**src/rtl/stream_pooler_if.sv**
```systemverilog
// Pixel stream into the pooler and pooled result stream out of it.
// The DUT uses the slave modport; the pixel source uses the master modport.
interface stream_pooler_if #(
  parameter int unsigned N = 16
) ();
  logic         ce;
  logic         mode;
  logic [N-1:0] data_in;
  logic [N-1:0] data_out;
  logic         valid_op;
  logic         end_op;

  modport master (
    output ce, mode, data_in,
    input  data_out, valid_op, end_op
  );

  modport slave (
    input  ce, mode, data_in,
    output data_out, valid_op, end_op
  );
endinterface

```
**src/rtl/stream_pooler.sv**
```systemverilog
// Streaming PxP non-overlapping max/average pooling over a raster-ordered MxM map.
// A row buffer holds per-window partial results so any M, P runs without stalls.
module stream_pooler #(
  parameter int unsigned N         = 16,
  parameter int unsigned Q         = 12,
  parameter int unsigned M         = 12,
  parameter int unsigned P         = 3,
  parameter int unsigned P_SQR_INV = 455
) (
  input logic            clk,
  input logic            master_rst,
  stream_pooler_if.slave io
);

  localparam int unsigned NB  = M / P;
  localparam int unsigned SW  = N + $clog2(P * P);
  localparam int unsigned PRW = SW + N;
  localparam int unsigned PW  = $clog2(P);
  localparam int unsigned WW  = (NB > 1) ? $clog2(NB) : 1;

  localparam logic [PW-1:0] PLast = PW'(P - 1);
  localparam logic [WW-1:0] WLast = WW'(NB - 1);

  localparam logic signed [PRW-1:0] SatHi = {{(PRW-N+1){1'b0}}, {(N-1){1'b1}}};
  localparam logic signed [PRW-1:0] SatLo = {{(PRW-N+1){1'b1}}, {(N-1){1'b0}}};

  if (M % P != 0) begin : g_bad_m
    $error("stream_pooler: M must be a multiple of P");
  end
  if (P < 2 || P > M) begin : g_bad_p
    $error("stream_pooler: P must satisfy 2 <= P <= M");
  end

  typedef logic signed [SW-1:0] acc_t;
  typedef enum logic [0:0] {StIdle, StRun} state_e;

  function automatic acc_t combine(acc_t a, acc_t b, logic is_max);
    if (is_max) return (a > b) ? a : b;
    return a + b;
  endfunction

  state_e        state_q, state_d;
  logic          mode_q, mode_d;
  // col/row kept split as (window index, offset within window) to avoid div/mod
  logic [PW-1:0] pc_q, pc_d, pr_q, pr_d;
  logic [WW-1:0] wc_q, wc_d, wr_q, wr_d;
  acc_t          acc_q, acc_d;
  logic [N-1:0]  data_out_q, data_out_d;
  logic          valid_q, valid_d, end_q, end_d;

  acc_t          row_buf_q [NB];
  logic          buf_we;
  acc_t          buf_wdata;

  logic                  mode_cur, frame_last;
  acc_t                  pix, acc_in, entry, final_v;
  logic signed [PRW-1:0] fin_ext, inv_ext, prod, scaled;
  logic [N-1:0]          avg_res;

  always_comb begin
    state_d    = state_q;
    mode_d     = mode_q;
    pc_d       = pc_q;
    pr_d       = pr_q;
    wc_d       = wc_q;
    wr_d       = wr_q;
    acc_d      = acc_q;
    data_out_d = data_out_q;
    valid_d    = 1'b0;
    end_d      = 1'b0;
    buf_we     = 1'b0;
    buf_wdata  = '0;

    mode_cur   = (state_q == StIdle) ? io.mode : mode_q;
    pix        = acc_t'($signed(io.data_in));
    acc_in     = (pc_q == '0) ? pix : combine(acc_q, pix, mode_cur);
    entry      = row_buf_q[wc_q];
    final_v    = combine(entry, acc_in, mode_cur);
    frame_last = (pc_q == PLast) && (wc_q == WLast) && (pr_q == PLast) && (wr_q == WLast);

    // Average: multiply by round(2^Q/P^2), then floor-shift back to Q format.
    fin_ext = PRW'(final_v);
    inv_ext = PRW'(P_SQR_INV);
    prod    = fin_ext * inv_ext;
    scaled  = prod >>> Q;
    if (scaled > SatHi)      avg_res = SatHi[N-1:0];
    else if (scaled < SatLo) avg_res = SatLo[N-1:0];
    else                     avg_res = scaled[N-1:0];

    if (io.ce) begin
      state_d = frame_last ? StIdle : StRun;
      if (state_q == StIdle) mode_d = io.mode;
      acc_d = acc_in;

      if (pc_q == PLast) begin
        pc_d = '0;
        if (wc_q == WLast) begin
          wc_d = '0;
          if (pr_q == PLast) begin
            pr_d = '0;
            wr_d = (wr_q == WLast) ? '0 : wr_q + 1'b1;
          end else begin
            pr_d = pr_q + 1'b1;
          end
        end else begin
          wc_d = wc_q + 1'b1;
        end

        if (pr_q == '0) begin
          buf_we    = 1'b1;
          buf_wdata = acc_in;
        end else if (pr_q != PLast) begin
          buf_we    = 1'b1;
          buf_wdata = combine(acc_in, entry, mode_cur);
        end else begin
          valid_d    = 1'b1;
          data_out_d = mode_cur ? final_v[N-1:0] : avg_res;
          end_d      = (wc_q == WLast) && (wr_q == WLast);
        end
      end else begin
        pc_d = pc_q + 1'b1;
      end
    end
  end

  always_ff @(posedge clk or negedge master_rst) begin
    if (!master_rst) begin
      state_q    <= StIdle;
      mode_q     <= 1'b0;
      pc_q       <= '0;
      pr_q       <= '0;
      wc_q       <= '0;
      wr_q       <= '0;
      acc_q      <= '0;
      data_out_q <= '0;
      valid_q    <= 1'b0;
      end_q      <= 1'b0;
    end else begin
      state_q    <= state_d;
      mode_q     <= mode_d;
      pc_q       <= pc_d;
      pr_q       <= pr_d;
      wc_q       <= wc_d;
      wr_q       <= wr_d;
      acc_q      <= acc_d;
      data_out_q <= data_out_d;
      valid_q    <= valid_d;
      end_q      <= end_d;
    end
  end

  // Entries are always written on a window's first row before being read.
  always_ff @(posedge clk) begin
    if (buf_we) row_buf_q[wc_q] <= buf_wdata;
  end

  assign io.data_out = data_out_q;
  assign io.valid_op = valid_q;
  assign io.end_op   = end_q;

endmodule

```
**src/flat_wrapper.sv**
```systemverilog
// flat-port wrapper written by rule: the top's interface ports become plain ports
module stream_pooler_flat 
#(
  parameter int unsigned N         = 16,
  parameter int unsigned Q         = 12,
  parameter int unsigned M         = 12,
  parameter int unsigned P         = 3,
  parameter int unsigned P_SQR_INV = 455
)
  (clk, master_rst, io_ce, io_mode, io_data_in, io_data_out, io_valid_op, io_end_op);
  stream_pooler_if #(.N(N)) io_i ();
  input logic clk;
  input logic master_rst;
  input wire logic [$bits(io_i.ce)-1:0] io_ce;
  input wire logic [$bits(io_i.mode)-1:0] io_mode;
  input wire logic [$bits(io_i.data_in)-1:0] io_data_in;
  output wire logic [$bits(io_i.data_out)-1:0] io_data_out;
  output wire logic [$bits(io_i.valid_op)-1:0] io_valid_op;
  output wire logic [$bits(io_i.end_op)-1:0] io_end_op;
  assign io_i.ce = io_ce;
  assign io_i.mode = io_mode;
  assign io_i.data_in = io_data_in;
  assign io_data_out = io_i.data_out;
  assign io_valid_op = io_i.valid_op;
  assign io_end_op = io_i.end_op;
  stream_pooler #(.N(N), .Q(Q), .M(M), .P(P), .P_SQR_INV(P_SQR_INV)) u_core (.clk(clk), .master_rst(master_rst), .io(io_i));
endmodule
```
**config.mk**
```make
export PLATFORM = sky130hd
export DESIGN_NAME = stream_pooler_flat
export DESIGN_NICKNAME = d
export VERILOG_FILES = /design/src/rtl/stream_pooler_if.sv /design/src/rtl/stream_pooler.sv /design/src/flat_wrapper.sv
export SDC_FILE = /design/constraint.sdc
export NUM_CORES = 1
export LEC_CHECK = 0
export CAP_MARGIN = 20
export CORE_ASPECT_RATIO = 1.4
export CORE_MARGIN = 4
export CORE_UTILIZATION = 38
export CTS_CLUSTER_DIAMETER = 120
export CTS_CLUSTER_SIZE = 14
export DETAILED_ROUTE_END_ITERATION = 8
export PLACE_DENSITY = 0.65
export SYNTH_ARGS = -nofsm -noshare
export SYNTH_HDL_FRONTEND = slang
export SYNTH_SLANG_ARGS = --single-unit
```
**constraint.sdc**
```tcl
create_clock -name clk -period 11.57 [get_ports clk]
set_clock_uncertainty 0.1 [all_clocks]
set_input_delay 1.7355 -clock clk [delete_from_list [all_inputs] [get_ports clk]]
set_output_delay 1.7355 -clock clk [all_outputs]
set_load 0.05 [all_outputs]
```
Yosys cells after proc, flatten, opt, wreduce, memory -nomap -nowiden --
Memory sizes are Yosys's and may differ from the RTL's. Cells that the tools add are included. Widths: inputs -> output; s select.
Word-level totals: memory bits (writable) 80, bits in registers 48, memories kept 1, output and inout port bits 18, logic and storage cells 82
Memories:
- u_core.row_buf_q | words 4, bits a word 20, rd ports 1, clocked after Yosys merged registers in 0, write ports 1, line stream_pooler.sv:51 | acc_t row_buf_q [NB];
Cells by class: add/subtract/negate cells 6, bitwise logic cells 2, reduce and logical (&&, ||, !) cells 10, equal/unequal tests 5, mux-type cells 42, multipliers 1, $lt $le $gt $ge 5
Operators with widths (number):
- $mux 20 | 14
- $mux 16 | 3
- $gt 20x20->1 | 2
- $mul 20x10->30 const B | 1
- $mux 1 | 21
- $add 20x16->20 | 1
- $add 20x20->20 | 1
- $gt 20x16->1 | 1
- $gt 18x16->1 const B | 1
- $lt 18x16->1 const B | 1
- $add 2x1->2 const B | 4
- $eq 2x2->1 const B | 4
- $mux 2 | 4
- $reduce_and 4->1 | 2
- $logic_and 1x1->1 | 4
- $logic_not 2->1 | 2
- $reduce_and 3->1 | 1
- $ne 2x2->1 const B | 1
- $not 1->1 | 2
- $reduce_and 2->1 | 1

Logic depth before layout (Yosys ltp) --
Gate-level depths: netlist of run 1.
depth in word-level cells 14, gate-level depth with buffers 55, mapped depth without buffers 50

Worst setup path before layout of run 1 --
OpenSTA, ideal clock, no wires.
kind input to register, from input port io_data_in[15], to register u_core.data_out_q[4], in the netlist u_core.io.data_out[4], data required time 11376 ps, library setup time 94 ps, cell stages on the path 46, path buffers 5, arrival time 11901 ps, slack -525 ps, cell sequence inv_1 ha_1 buf_4 nand4_1 and4bb_1 a21boi_2 nor4_1 xnor2_1 a41oi_1 nand2_1 nor2_1 a21o_1 or3_1 ha_1 nor4_1 nand4_1 a2111oi_0 o41ai_2 [10 not listed] fa_1 inv_1 fa_1 inv_1 ha_1 clkbuf_1 nand4_1 or3_1 o221ai_1 a21o_1 a21o_1 nand2_1 o21ai_2 nor3_2 o31ai_4 buf_4 nand2_1 a221oi_2
Between the ends: cells in the longest elaborated chain, start to end 14, elaborated cells between the ends (all ways) 17
RTL lines:
- start, declared | line flat_wrapper.sv:16 | input wire logic [$bits(io_i.data_in)-1:0] io_data_in;
- $gt 20x16->1 | line stream_pooler.sv:38 | if (is_max) return (a > b) ? a : b;
- $mux 20 (2 in a row) | line stream_pooler.sv:38
- $mux 20 | line stream_pooler.sv:39 | return a + b;
- $mux 20 * | line stream_pooler.sv:76 | acc_in = (pc_q == '0) ? pix : combine(acc_q, pix, mode_cur);
- named net u_core.acc_in[17] | line stream_pooler.sv:56 | acc_t pix, acc_in, entry, final_v;
- $gt 20x20->1 | line stream_pooler.sv:38
- $mux 20 (2 in a row) | line stream_pooler.sv:38
- $mux 20 * | line stream_pooler.sv:39
- $mul 20x10->30 | line stream_pooler.sv:84 | prod = fin_ext * inv_ext;
- $lt 18x16->1 | line stream_pooler.sv:87 | else if (scaled < SatLo) avg_res = SatLo[N-1:0];
- $mux 16 | line stream_pooler.sv:87
- $mux 16 | line stream_pooler.sv:86 | if (scaled > SatHi) avg_res = SatHi[N-1:0];
- $mux 16 * | line stream_pooler.sv:117 | data_out_d = mode_cur ? final_v[N-1:0] : avg_res;
- end signal, assigned | line stream_pooler.sv:146 | data_out_q <= data_out_d;
- end, declared | line stream_pooler.sv:48 | logic [N-1:0] data_out_q, data_out_d;
The timed path passes the listed nets; every way through them passes the cells marked *. The select of a mux whose other input is x is not followed. A chain may end at the register's enable or synchronous reset.

Worst setup path in the final report of run 1 --
from input port io_data_in[2], to register u_core.data_out_q[0], in the netlist u_core.io.data_out[0]
Between the ends: cells in the longest elaborated chain, start to end 14, elaborated cells between the ends (all ways) 17
RTL lines (line):
- $gt 20x16->1 | stream_pooler.sv:38
- $mux 20 (2 in a row) | stream_pooler.sv:38
- $mux 20 | stream_pooler.sv:39
- $mux 20 * | stream_pooler.sv:76
- $gt 20x20->1 | stream_pooler.sv:38
- $mux 20 (2 in a row) | stream_pooler.sv:38
- $mux 20 * | stream_pooler.sv:39
- $mul 20x10->30 | stream_pooler.sv:84
- $lt 18x16->1 | stream_pooler.sv:87
- $mux 16 | stream_pooler.sv:87
- $mux 16 | stream_pooler.sv:86
- $mux 16 * | stream_pooler.sv:117
Every way passes the cells marked *; elsewhere a longest branch is shown, timed or not. The select of a mux whose other input is x is not followed.

==> flow_metrics.env, run 1 <==
export IMPL_gp_congestion=0.972
export IMPL_grt_total_usage_pct=23.3
export IMPL_grt_overflow=0
export IMPL_cpPeakStageDelay_ps=530
export IMPL_first_pass_iters=5
export IMPL_cpMaxStageDelayCell="fa_1"
export IMPL_timing_critical_path_from="io_data_in[2]"
export IMPL_cp_arrival_ps=11670
export IMPL_htreeDepth=4
export IMPL_yosys_warnings=0
export IMPL_placementRows=81
export IMPL_clkTransAtPathRegs_ps=60
export IMPL_syn2layout_area_growth_pct=44.0
export IMPL_die_w_um=167
export IMPL_cts_buffer_depth=2
export IMPL_clock_root_buffer="clkbuf_16"
export IMPL_ys_ff_latch=128
export IMPL_syn_nets=1712
export IMPL_route_detailed_drc=0
export IMPL_syn_inst=1470
export IMPL_grt_max_degree=49
export IMPL_synth_async_sr_flop_share_pct=37.5
export IMPL_ant_nets=0
export IMPL_die_h_um=231
export IMPL_cpMostUsedCell="buf_4"
export IMPL_netlist_area_um2=13400
export IMPL_grt_pass1_vias=13100
export IMPL_syn_avg_cell_area_um2=9.15
export IMPL_start_kind="input port"
export IMPL_cts_hold_buf=0
export IMPL_numClockSinks=128
export IMPL_die_area_um2=38500
export IMPL_dpl_cell_area_um2=16900
export IMPL_nets=2129
export IMPL_synth_seq_area_share_pct=26.8
export IMPL_critical_path_class="input port to flop"
export IMPL_synth_cell_types=82
export IMPL_synth_ff_type="edfxtp_1"
export IMPL_maxCapViolCount=0
export IMPL_via_per_inst=5.47
export IMPL_final_hold_viol_count=0
export IMPL_drt_iter0_drc=916
export IMPL_required_ps=11810
export IMPL_core_area_um2=35000
export IMPL_io_buffers=37
export IMPL_drt_wl_total_mm=46.7
export IMPL_relSlewSlack_pct=29.4
export IMPL_run_status="complete, no violations"
export IMPL_clk_latency_ps=450
export IMPL_start_util_pct=38.5
export IMPL_crit_reg2reg_launch="u_core.acc_q[0]"
export IMPL_finalCritPeriodShare_pct=98.7
export IMPL_hp_class="flop to flop"
export IMPL_antenna_found_initial=0
export IMPL_stdcell_area_um2=19400
export IMPL_cts_tree="yes"
export IMPL_io_pins=38
export IMPL_drv_slew=0
export IMPL_diodes=0
export IMPL_cts_made_buffers=17
export IMPL_wl_per_cell_um=19.8
export IMPL_rsz0062_at_grt="true"
export IMPL_setup_viol_count_final=0
export IMPL_place_hpwl_mm=35.3
export IMPL_tightest_slew_ps=1060
export IMPL_synth_edff_count=80
export IMPL_dr_total_vias=12900
export IMPL_path_max_fanout=6
export IMPL_grt_pass1_wl_mm=70.3
export IMPL_fmax_mhz=87.5
export IMPL_r2r_slack_ps=1110
export IMPL_end_kind="flop"
export IMPL_hp_start="u_core.io.data_out[15]"
export IMPL_fin_crit_ps=11420
export IMPL_final_layout_size_suffix_gt1_share_pct=37.4
-- final timing paths --
kind | cells after the start | to
max | 56 | u_core.io.data_out[0]
min | 1 | u_core.io.data_out[15]
max reg2reg | 55 | u_core.io.data_out[0]
min reg2reg | 1 | u_core.io.data_out[15]
max in group asynchronous | 2 | u_core.io.data_out[15]
min in group asynchronous | 2 | u_core.io.end_op
-- logic make-up after synthesis --
| kind of cell | count (synthesis) | share of synthesized area (%) |
|---|---|---|
| xor gates and xnor gates | 60 | 3.91 |
| AOI/OAI and AO/OA | 371 | 18.4 |
| and+or+nand+nor | 369 | 13.2 |
| adders and majority gates | 222 | 24.5 |
| DFF | 128 | 26.8 |
| buffers and inverters | 274 | 7.81 |
| muxes | 46 | 5.46 |
-- synth_stat cells, types with 13 or more instances --
| cell type | count | share of area [%] |
|---|---|---|
| a21oi_1 | 116 | 4.3 |
| inv_1 | 216 | 6.0 |
| nor3_1 | 21 | 0.78 |
| a31oi_1 | 16 | 0.74 |
| o21ai_0 | 59 | 2.2 |
| nand3_1 | 25 | 0.93 |
| nand4_1 | 13 | 0.60 |
| o21bai_1 | 18 | 1.0 |
| dfrtp_1 | 48 | 8.9 |
| nor2b_1 | 19 | 0.88 |
| o211ai_1 | 13 | 0.73 |
| fa_1 | 68 | 10 |
| ha_1 | 154 | 14 |
| mux4_2 | 20 | 3.3 |
| xnor2_1 | 41 | 2.7 |
| xor2_1 | 19 | 1.2 |
| and2_1 | 15 | 0.70 |
| edfxtp_1 | 80 | 18 |
| a21o_1 | 35 | 2.0 |
| nand2_1 | 99 | 2.8 |
| mux2_2 | 19 | 1.6 |
| nor2_1 | 115 | 3.2 |
| clkbuf_1 | 41 | 1.1 |
-- stage by stage --
| step | cells | utilization [%] | hold WS, ps | TNS [ps] | setup WS (ps) |
|---|---|---|---|---|---|
| after floorplan | 1470 | - | 380 | 0 | 9.61 |
| after global placement | 2267 | 48.4 | 365 | -24370 | -1640 |
| after detailed placement | 2267 | 48.4 | 369 | -26140 | -1730 |
| after CTS | 2324 | 51.3 | 383 | -2910 | -252 |
| after global routing | 2356 | 55.4 | 409 | -2020 | -232 |
| final | 2356 | 55.4 | 377 | 0 | 147 |
-- flip-flops by register name (all words and copies together) (netlist names) --
name and flops:
u_core.row_buf_q 80, u_core.acc_q 20, u_core.io.data_out 16, u_core.pc_q 2
u_core.pr_q 2, u_core.wc_q 2, u_core.wr_q 2, u_core.io.end_op 1
u_core.io.valid_op 1, u_core.mode_q 1, u_core.state_q 1
-- worst max-delay path, delay by kind of cell --
kind | cells | cell delay, ps
simple gates | 7 | 860
compound gates | 20 | 3780
buf+inv | 21 | 2330
fa+ha+maj | 8 | 2900
-- layout make-up --
cell class,count,area [µm²]
clock buffers,19,433
clock inverters,13,114
fillers,2938,15600
inverters,217,817
multi-input cells,1068,10200
flip-flops and latches,128,3600
well taps,456,571
repair buffers,455,3660
-- placed cells by master, fill, tap and decap left out, types with 7 or more instances in the layout --
cell type        Yosys  layout
a21o_1              35      33
a21oi_1            116      79
a21oi_2              1      31
a21oi_4              0       7
a22oi_1             10       9
a31oi_1             16      12
and2_1              15      11
buf_4                3     400
buf_6                1      13
clkbuf_16            0      17
clkdlybuf4s50_1      0      22
dfrtp_1             48      48
dlymetal6s2s_1       0      12
edfxtp_1            80      80
fa_1                68      64
ha_1               154     111
ha_4                 0      38
inv_1              216     201
inv_2                0      14
mux2_2              19      17
mux4_2              20      20
nand2_1             99      97
nand2b_1            11      10
nand3_1             25      20
nand4_1             13      13
nor2_1             115     100
nor2_2               0       7
nor2_4               1       9
nor2b_1             19      17
nor3_1              21      18
o211ai_1            13      13
o21a_1              11       9
o21ai_0             59      48
o21ai_1              6      11
o21bai_1            18      18
o31ai_2              5       7
or3_1               12       9
xnor2_1             41      36
xor2_1              19      16
-- per-layer routing --
layer  part of all wire [%]  track usage (%)  vias to the layer above
li1                       -                -                     5960
met1                     37             26.4                     6254
met4                    6.8             12.7                        0
met3                    4.8             3.41                      187
met5                      0                0                        -
met2                     51             41.9                      475
-- repair_timing --
item | 4_1_cts | 5_1_grt
resized for setup | 54 | 230
buffers inserted | 23 | 31
cloned | 2 | 0
pin swaps | 25 | 116
setup endpoints to repair | 16 | 16
Power of run 1 is not shown: default switching activity piles up to over one toggle a cycle in this logic, so the estimate is an artifact.
==> run 2, diff against run 1 <==
- CORE_ASPECT_RATIO: 1.4 -> default
==> run 2 against run 1 <==
  * Flip-flop and latch count unchanged
  * Via count down 2.4%
  * Final cell count down 0.98%
  * Register-to-register slack worse by 20 ps
  * Critical path depth down 7
  * First-iteration DRC count up 18%
  * Routed wire length down 6.5%
  * Utilization down 0.45 points
  * Non-clock buffer count down 22
  * Sequential share of layout area up 0.29 points
  * Design area down 1.5%
==> flow_metrics.env, run 2 (same netlist as run 1, synthesis figures left out) <==
export IMPL_critical_path_class="input port to flop"
export IMPL_cp_endpoint="u_core.io.data_out[5]"
export IMPL_cpPeakStageDelay_ps=530
export IMPL_core_area_um2=34700
export IMPL_cts_hold_buf=0
export IMPL_cts_tree="yes"
export IMPL_run_status="complete, no violations"
export IMPL_cts_made_buffers=17
export IMPL_layout_common_cells="buf_4, inv_1, ha_1"
export IMPL_fmax_mhz=87.1
export IMPL_ff2ff_path_depth=51
export IMPL_path_max_fanout=5
export IMPL_io_buffers=37
export IMPL_hp_start="u_core.io.data_out[6]"
export IMPL_drt_wl_total_mm=43.7
export IMPL_setup_viol_count_final=0
export IMPL_grt_total_usage_pct=21.8
export IMPL_clock_root_buffer="clkbuf_16"
export IMPL_ant_nets=0
export IMPL_gp_congestion=0.983
export IMPL_dr_total_vias=12600
export IMPL_tightest_slew_ps=1050
export IMPL_largest_reg_flops=80
export IMPL_clk_latency_ps=440
export IMPL_pre_cts_ws_ps=-1080
export IMPL_first_pass_iters=7
export IMPL_start_kind="input port"
export IMPL_htreeDepth=4
export IMPL_final_layout_size_suffix_gt1_share_pct=36.0
export IMPL_drt_iter0_drc=1084
export IMPL_syn2layout_area_growth_pct=41.8
export IMPL_r2r_slack_ps=1090
export IMPL_io_pins=38
export IMPL_relSlewSlack_pct=30.2
export IMPL_final_hold_viol_count=0
export IMPL_die_h_um=196
export IMPL_fin_crit_ps=11480
export IMPL_grt_max_degree=49
export IMPL_finalCritPeriodShare_pct=99.2
export IMPL_via_per_inst=5.39
export IMPL_antenna_found_initial=0
export IMPL_crit_reg2reg_launch="u_core.acc_q[0]"
export IMPL_final_common_cell="buf_4"
export IMPL_fin_ws_ps=87.5
export IMPL_max_flop_register="u_core.row_buf_q"
export IMPL_route_detailed_drc=0
export IMPL_clkTransAtPathRegs_ps=70
export IMPL_timing_critical_path_from="io_data_in[5]"
export IMPL_rsz0062_at_grt="true"
export IMPL_grt_pass1_wl_mm=66.6
export IMPL_hp_class="flop to flop"
export IMPL_maxCapViolCount=0
export IMPL_diodes=0
export IMPL_numClockSinks=128
export IMPL_required_ps=11790
export IMPL_cp_arrival_ps=11700
export IMPL_r2r_end="u_core.io.data_out[5]"
export IMPL_die_area_um2=38500
export IMPL_drv_slew=0
export IMPL_cpMostUsedCell="buf_4"
export IMPL_wl_per_cell_um=18.7
export IMPL_grt_pass1_vias=12500
export IMPL_start_util_pct=38.7
export IMPL_cts_buffer_depth=2
export IMPL_nets=2107
export IMPL_place_hpwl_mm=32.7
export IMPL_end_kind="flop"
export IMPL_grt_overflow=0
export IMPL_die_w_um=196
export IMPL_cpMaxStageDelayCell="fa_1"
export IMPL_placementRows=68
[run 2: layout make-up]
type	instances	area (µm²)
clock buffer	18	429
clock inverter	14	131
fill	2993	15600
inverter	217	817
multi-input combinational	1068	10000
sequential	128	3600
tap	455	569
timing repair buffer	433	3490
[run 2: timing repair]
item,in CTS,in global routing
pin swaps,37,127
resized for setup,62,182
buffers inserted,27,30
endpoints found under the setup margin,16,16
gates cloned,1,1
[run 2: worst min-delay path by stage]
| stage | slack [ps] | depth (start not counted) | end |
|---|---|---|---|
| after global placement | 370 | 2 | u_core.io.data_out[6] |
| after floorplan | 380 | 1 | u_core.wr_q[0] |
| after detailed placement | 370 | 2 | u_core.io.data_out[6] |
| final | 390 | 2 | u_core.io.data_out[6] |
| after global routing | 420 | 2 | u_core.io.data_out[6] |
| after CTS | 390 | 2 | u_core.io.data_out[6] |
[run 2: per-layer routing]
layer / track usage (%) / up-vias / wire length [µm]
li1: - / 5927 / -
met1: 29.9 / 6203 / 19400
met2: 35.9 / 335 / 20700
met3: 2.66 / 100 / 1970
met4: 7.29 / 0 / 1580
met5: 0 / - / 0
[run 2: stage by stage]
step	utilization, %	cells	TNS (ps)	hold slack (ps)	instance area, µm²
6_report	54.9	2333	0	386	19100
3_5_place_dp	48.3	2242	-15440	371	16800
3_3_place_gp	48.3	2242	-12920	367	16800
2_1_floorplan	-	1470	0	380	13500
5_1_grt	54.9	2333	-4150	422	19100
4_1_cts	51.5	2302	0	392	17900
[run 2: worst max-delay path: cells and delay by family]
| kind | cells | cell delay (ps) |
|---|---|---|
| and+or+nand+nor | 11 | 1930 |
| buffers and inverters | 14 | 1930 |
| AOI/OAI and AO/OA | 15 | 3070 |
| adders and majority gates | 8 | 2880 |
| xor gates and xnor gates | 1 | 90 |
Power of run 2 is left out for the same reason.
==> run 3, diff against run 2 <==
- CORE_MARGIN: 4 -> default
==> run 3 against run 2 <==
  * The run now ends with setup timing left
  * Setup slack got worse by 180 ps
  * Routed wire length fell by 1.4%
  * Critical path depth fell by 3
  * Critical path type unchanged
  * Largest cell class unchanged
==> flow_metrics.env, run 3 (same netlist as run 1, synthesis figures left out) <==
export IMPL_wl_per_cell_um=18.5
export IMPL_start_kind="input port"
export IMPL_placementRows=68
export IMPL_cts_buffer_depth=2
export IMPL_final_layout_size_suffix_gt1_share_pct=33.0
export IMPL_max_flop_register="u_core.row_buf_q"
export IMPL_fin_ws_ps=-88.1
export IMPL_nets=2102
export IMPL_die_h_um=190
export IMPL_tightest_slew_ps=1190
export IMPL_cts_made_buffers=17
export IMPL_grt_pass1_wl_mm=66.3
export IMPL_start_util_pct=38.7
export IMPL_grt_overflow=0
export IMPL_clkTransAtPathRegs_ps=80
export IMPL_relSlewSlack_pct=20.3
export IMPL_cp_top_family="compound AO/OA/AOI/OAI gates"
export IMPL_core_area_um2=34700
export IMPL_cp_depth=46
export IMPL_violations="setup timing"
export IMPL_fin_crit_ps=11660
export IMPL_clk_latency_ps=440
export IMPL_first_pass_iters=5
export IMPL_gp_congestion=0.938
export IMPL_run_status="complete, but fails checks"
export IMPL_cts_tree="yes"
export IMPL_io_buffers=37
export IMPL_rsz0062_at_grt="true"
export IMPL_hold_depth=1
export IMPL_cp_arrival_ps=11890
export IMPL_fmax_mhz=85.8
export IMPL_setup_viol_count_final=10
export IMPL_grt_pass1_vias=12400
export IMPL_io_pins=38
export IMPL_syn2layout_area_growth_pct=38.2
export IMPL_route_detailed_drc=0
export IMPL_critical_path_class="input port to flop"
export IMPL_ff2ff_path_depth=51
export IMPL_cpMostUsedCell="buf_4"
export IMPL_critPathBufInv=13
export IMPL_drt_iter0_drc=896
export IMPL_cpPeakStageDelay_ps=510
export IMPL_required_ps=11810
export IMPL_final_common_cell="buf_4"
export IMPL_end_kind="flop"
export IMPL_ant_nets=0
export IMPL_hp_class="flop to flop"
export IMPL_largest_reg_flops=80
export IMPL_antenna_found_initial=1
export IMPL_drt_wl_total_mm=43.1
export IMPL_via_per_inst=5.36
export IMPL_numClockSinks=128
export IMPL_die_w_um=190
export IMPL_instances_no_fill=2328
export IMPL_drv_slew=0
export IMPL_grt_total_usage_pct=24.0
export IMPL_dr_total_vias=12500
export IMPL_htreeDepth=4
export IMPL_grt_max_degree=49
export IMPL_cpMaxStageDelayCell="fa_1"
export IMPL_layout_common_cells="buf_4, inv_1, ha_1"
export IMPL_clock_root_buffer="clkbuf_16"
export IMPL_path_max_fanout=7
export IMPL_final_hold_viol_count=0
export IMPL_maxCapViolCount=0
export IMPL_place_hpwl_mm=33.3
export IMPL_place_inst=2242
export IMPL_diodes=0
export IMPL_finalCritPeriodShare_pct=101
export IMPL_die_area_um2=36100
-- run 3: cell types whose count changed in the layout (fill, tap and decap cells not counted), moves of 4 or more --
cell / previous run / this run
ha_1: 114 / 131
inv_8: 1 / 5
dlymetal6s2s_1: 7 / 2
clkdlybuf4s50_1: 26 / 31
xnor2_1: 34 / 40
a21oi_1: 81 / 88
a21oi_2: 34 / 27
xnor2_2: 7 / 1
ha_4: 37 / 21
-- run 3: metal layers --
| layer | wire, µm | global-route usage (%) | part of all wire (%) |
|---|---|---|---|
| met2 | 20300 | 39.8 | 47 |
| met3 | 2700 | 4.19 | 6.3 |
| met5 | 0 | 0 | 0 |
| met1 | 18800 | 31.5 | 44 |
| met4 | 1230 | 8.00 | 2.9 |
-- run 3: worst paths after layout --
kind	start	to	slack (ps)
max in group asynchronous	master_rst	u_core.io.data_out[14]	9510
min in group asynchronous	master_rst	u_core.mode_q	1320
max reg2reg	u_core.acc_q[0]	u_core.io.data_out[6]	860
max	io_data_in[9]	u_core.io.data_out[6]	-90
min reg2reg	u_core.io.data_out[15]	u_core.io.data_out[15]	380
min	u_core.io.data_out[15]	u_core.io.data_out[15]	380
-- run 3: metrics by stage --
step	worst slack (ps)	utilization (%)	instance area [µm²]	hold WS [ps]	TNS, ps
CTS	2.06	51.5	17900	386	0
detailed placement	-1400	48.2	16700	370	-20170
global placement	-1360	48.2	16700	369	-19620
floorplan	9.61	-	13500	380	0
finish	-88.1	53.5	18600	383	-443
global route	-422	53.5	18600	393	-5650
-- run 3: final cells by class --
cell class	instances	area (µm²)
repair buffers	428	3400
clock buffers	17	425
flip-flops and latches	128	3600
clock inverters	15	186
multi-input cells	1068	9580
fillers	3083	16100
well taps	455	569
inverters	217	817
-- run 3: what timing repair did --
action                                  4_1_cts  5_1_grt
setup buffers                                29       26
cloned                                        0        1
endpoints found under the setup margin       16       16
pin swaps                                    30       84
resized for setup                            61      113
hold buffers                                  0        0
-- run 3: worst reg2reg max path: cells and delay by family, from the launching register on --
family / cells / cell delay (ps)
AND/OR/NAND/NOR: 11 / 1530
multiplexers: 1 / 340
adder cells (fa/ha/maj): 9 / 3200
AO/OA/AOI/OAI: 19 / 3640
buffers and inverters: 11 / 1330
flip-flops: 1 / 450
Power of run 3 is left out for the same reason.
